`config.mk`:
```
export PLATFORM = sky130hd
export DESIGN_NAME = ring_buffer
export DESIGN_NICKNAME = d
export VERILOG_FILES = /design/src/rtl/ring_buffer_pkg.sv /design/src/rtl/ring_buffer.sv
export SDC_FILE = /design/constraint.sdc
export NUM_CORES = 1
export LEC_CHECK = 0
export BUFFER_PORTS_ARGS = -buffer_cell sky130_fd_sc_hd__buf_2
export CORE_ASPECT_RATIO = 0.9
export CORE_MARGIN = 8
export CORE_UTILIZATION = 50
export CTS_BUF_LIST = sky130_fd_sc_hd__clkbuf_4
export CTS_CLUSTER_SIZE = 20
export DETAILED_ROUTE_END_ITERATION = 10
export PLACE_DENSITY = 0.77
export SETUP_SLACK_MARGIN = 0.4
export SYNTH_ARGS = -nofsm -noshare
export SYNTH_HDL_FRONTEND = slang
export SYNTH_SLANG_ARGS = --single-unit
```
`constraint.sdc`:
```
create_clock -name clk -period 2.7 [get_ports clk]
set_input_delay 0.405 -clock clk [delete_from_list [all_inputs] [get_ports clk]]
set_output_delay 0.405 -clock clk [all_outputs]
set_load 0.03 [all_outputs]
```
`src/rtl/ring_buffer_pkg.sv`:
```
// rtl/ring_buffer_pkg.sv - shared types and per-edge action decode for ring_buffer
package ring_buffer_pkg;

    typedef enum logic [1:0] {
        ACT_NONE,
        ACT_PUSH,
        ACT_POP,
        ACT_SWAP
    } rb_action_e;

    // ACT_SWAP covers both push+pop and overwrite-while-full: write, advance both pointers, count unchanged.
    function automatic rb_action_e rb_decide(input logic enq, input logic deq,
                                             input logic is_full, input logic is_empty,
                                             input logic ovw);
        rb_action_e act;
        act = ACT_NONE;
        if (enq && deq)
            act = is_empty ? ACT_PUSH : ACT_SWAP;
        else if (enq)
            act = !is_full ? ACT_PUSH : (ovw ? ACT_SWAP : ACT_NONE);
        else if (deq)
            act = !is_empty ? ACT_POP : ACT_NONE;
        return act;
    endfunction

endpackage

```
`src/rtl/ring_buffer.sv`:
```
// rtl/ring_buffer.sv - parameterised first-word-fall-through circular FIFO with optional overwrite
module ring_buffer
    import ring_buffer_pkg::*;
#(
    parameter int WIDTH        = 8,
    parameter int LENGTH       = 8,
    parameter int OVERWRITABLE = 0
) (
    input  logic             clk,
    input  logic             rstn,
    input  logic             enqueue_i,
    input  logic             dequeue_i,
    input  logic [WIDTH-1:0] data_i,
    output logic [WIDTH-1:0] data_o,
    output logic             full,
    output logic             empty
);

    localparam int PW = $clog2(LENGTH);
    localparam int CW = $clog2(LENGTH + 1);

    logic [WIDTH-1:0] mem [LENGTH];
    logic [PW-1:0]    wr_ptr;
    logic [PW-1:0]    rd_ptr;
    logic [CW-1:0]    count;
    rb_action_e       act;

    // LENGTH need not be a power of two, so wrap explicitly.
    function automatic logic [PW-1:0] next_ptr(input logic [PW-1:0] ptr);
        return (ptr == PW'(LENGTH - 1)) ? '0 : ptr + PW'(1);
    endfunction

    assign full   = (count == CW'(LENGTH));
    assign empty  = (count == '0);
    assign data_o = empty ? '0 : mem[rd_ptr];
    assign act    = rb_decide(enqueue_i, dequeue_i, full, empty, OVERWRITABLE != 0);

    // rstn is active-high despite its name.
    always_ff @(posedge clk or posedge rstn) begin
        if (rstn) begin
            wr_ptr <= '0;
            rd_ptr <= '0;
            count  <= '0;
        end else begin
            case (act)
                ACT_PUSH: begin
                    wr_ptr <= next_ptr(wr_ptr);
                    count  <= count + CW'(1);
                end
                ACT_POP: begin
                    rd_ptr <= next_ptr(rd_ptr);
                    count  <= count - CW'(1);
                end
                ACT_SWAP: begin
                    wr_ptr <= next_ptr(wr_ptr);
                    rd_ptr <= next_ptr(rd_ptr);
                end
                default: ;
            endcase
        end
    end

    always_ff @(posedge clk) begin
        if (!rstn && (act == ACT_PUSH || act == ACT_SWAP))
            mem[wr_ptr] <= data_i;
    end

endmodule

```
==> results.tsv <==
metric	value	unit
crit path time final	2.35	ns
Worst Max-Slew Pin Slew	0.432	ns
Max Cap Viol	0	
footprint of the multi-input gates	957	um2
Starting Density	0.518	
Final Hold Viols	0	
RSZ-0062 raised after global routing	yes	
CTS Buf Count	9	
initial antenna violation count	0	
Layout Nets	241	
final-report setup violation count	0	
Synth-to-Final Area Change	19.8	%
Pins Over Slew Limit	0	
filler cell count	461	
share of post-route cells with drive strength above 1	0.436	
all-layer global routing usage	0.140	
Avg Cell Area, Syn	18.8	um2
Die H	91.7	um
synth top area cells	edfxtp_1 60%, dfrtp_1 7.9%, mux4_1 6.6%, mux4_2 5.7%, ha_1 3.1%	
Routed Antenna Nets	0	
WS Path Type	reg -> out	
Max-Slew Margin vs Limit	0.710	
vias in the first global route	1773	
Crit Path Max Fanout	5	
Seq. cell area	2180	um2
core area	6150	um2
arrival time at the worst endpoint	1.95	ns
Antenna Cells	0	
Yosys reg bits	74	
wl on met1	2.68	mm
synth cell count leaders	64 x edfxtp_1, 10 x dfrtp_1	
Synth Instances	169	
Synth Flop Type	edfxtp_1	
die width	100	um
total iterations of the first detailed-routing run	4	
PortBufs	21	
Max Fclk	0.425	GHz
clk buf depth	2	
CTS tree	built	
1st-iter DRT viols	100	
Final Skew	0.00965	ns
clock-pin slew on the worst setup and hold paths	0.11	ns
Vias per Instance	5.54	
Top Layer Used	met4	
CP required	2.30	ns
Crit. End Element	output port	
cell with the most instances after synthesis	edfxtp_1	
Post-synth EDFFs	64	
Clock Sinks	74	
PwrDens	1050	nW/um2
CTS H-Tree Depth	3	
I/O pins	22	
grt ovf	0	
largest net degree at the start of global routing	14	
Worst Slack Setup Final	0.348	ns
Final Cycle Share	0.871	
# rows	27	
Total Wirelength	5.92	mm
Mapped Nets	190	
HP Class	in -> reg	
hpwl dp	3.68	mm
die area	9180	um2
average wire per standard cell	19.0	um
worst slack, placed	0.473	ns
DR WL met2	2.86	mm
vias post-DR	1727	
Seq/Total Area, Yosys	0.683	
maximum VDD drop	0.527	mV
asr flop ratio synth	0.135	
Critical Path Start Type	register	
Lkg Pwr	1.37	nW
largest area contributor in the netlist	edfxtp_1	
post-synthesis cell type count	33	
metal3 WL	277	um
first-pass GRT wire length	9.45	mm
routability cong.	0.774	
Synth Cell Area	3180	um2
root buf cell	clkbuf_4	
Yosys top cell area share	0.604	
Yosys warnings	0	
worst-skew pair later-pin latency	0.41	ns
Setup TNS Final	0	ns
run status	finished, final reports clean	
DRC errors left	0	
==> layer usage <==
metal / GRT usage / up-vias
li1: - / 790
met1: 0.177 / 883
met2: 0.218 / 43
met3: 0.0544 / 11
met4: 0.0453 / 0
met5: 0 / -
==> report_power, final <==
group | switching, mW | internal (mW) | total, mW
combinational | 0.829 | 0.914 | 1.74
sequential | 0.171 | 1.40 | 1.57
clock | 0.372 | 0.295 | 0.666
total | 1.37 | 2.61 | 3.98
==> cell type report <==
cell class,count,area share
well taps,87,0.0286
multi-input cells,81,0.251
inverters,7,0.00689
clock buffers,10,0.0197
clock inverters,6,0.0167
flip-flops and latches,74,0.572
repair buffers,47,0.105
==> flip-flops by register name (all words and copies together), names as in the netlist <==
signal,count
count,4
mem,64
rd_ptr,3
wr_ptr,3
==> cell usage in the layout, fill, tap and decap left out, types with 2 or more instances in the layout <==
cell type   n
a21oi_1     3
a22o_1      8
buf_2      13
buf_4      18
buf_6      13
clkbuf_4   10
dfrtp_1     5
dfrtp_2     5
edfxtp_1   64
ha_1        6
inv_1       6
inv_6       2
mux2_2      5
mux4_2     15
nand2_1     6
nand2b_1    2
nand3b_1    3
nor2_1      6
nor3_1      4
nor4_2      4
==> path summary, 6_finish.rpt <==
kind / slack [ns] / depth (start not counted) / to / start
worst max-delay path: 0.35 / 5 / data_o[2] / rd_ptr[0]$_DFFE_PP0P_
worst min-delay path: 0.25 / 1 / mem[3][4]$_DFFE_PP_ / data_i[4]
worst max register to register: 0.50 / 8 / count[3]$_DFFE_PP0P_ / count[1]$_DFFE_PP0P_
worst min register to register: 0.58 / 1 / rd_ptr[2]$_DFFE_PP0P_ / rd_ptr[2]$_DFFE_PP0P_
max in group asynchronous: 1.97 / 4 / rd_ptr[0]$_DFFE_PP0P_ / rstn
min in group asynchronous: 0.55 / 4 / wr_ptr[0]$_DFFE_PP0P_ / rstn
==> cell families after synthesis <==
group,Yosys count,synth area share
buffers and inverters,14,0.0244
multiplexers,22,0.144
flip-flops,74,0.683
adder cells (fa/ha/maj),9,0.0378
AND/OR/NAND/NOR,31,0.0625
XOR/XNOR,2,0.00551
AO/OA/AOI/OAI,17,0.0437
==> metrics by stage <==
| step | util | std cells | hold WS [ns] | total power [mW] | instance area (um2) |
|---|---|---|---|---|---|
| floorplan | - | 169 | 0.253 | 2.62 | 3210 |
| global placement | 0.571 | 285 | 0.438 | 2.96 | 3510 |
| detailed placement | 0.571 | 285 | 0.449 | 2.99 | 3510 |
| CTS | 0.607 | 310 | 0.230 | 3.82 | 3730 |
| global route | 0.620 | 312 | 0.217 | 4.20 | 3810 |
| finish | 0.620 | 312 | 0.251 | 3.98 | 3810 |
==> repair_timing <==
action | 4_1_cts | 5_1_grt
resized for setup | 13 | 29
endpoints found under the hold margin | 10 | 0
buffers inserted | 8 | 1
setup endpoints to repair | 8 | 10
hold buffers | 1 | 0
gates cloned | 0 | 1
pin swaps | 2 | 9
==> worst max-delay path, cell delays in order, from the launching register on <==
cell and delay [ns]:
dfrtp_2 0.45, clkbuf_16 0.17, buf_6 0.09, mux4_2 0.47
a22o_1 0.22, buf_6 0.14
(Power assumes the default switching activity.)
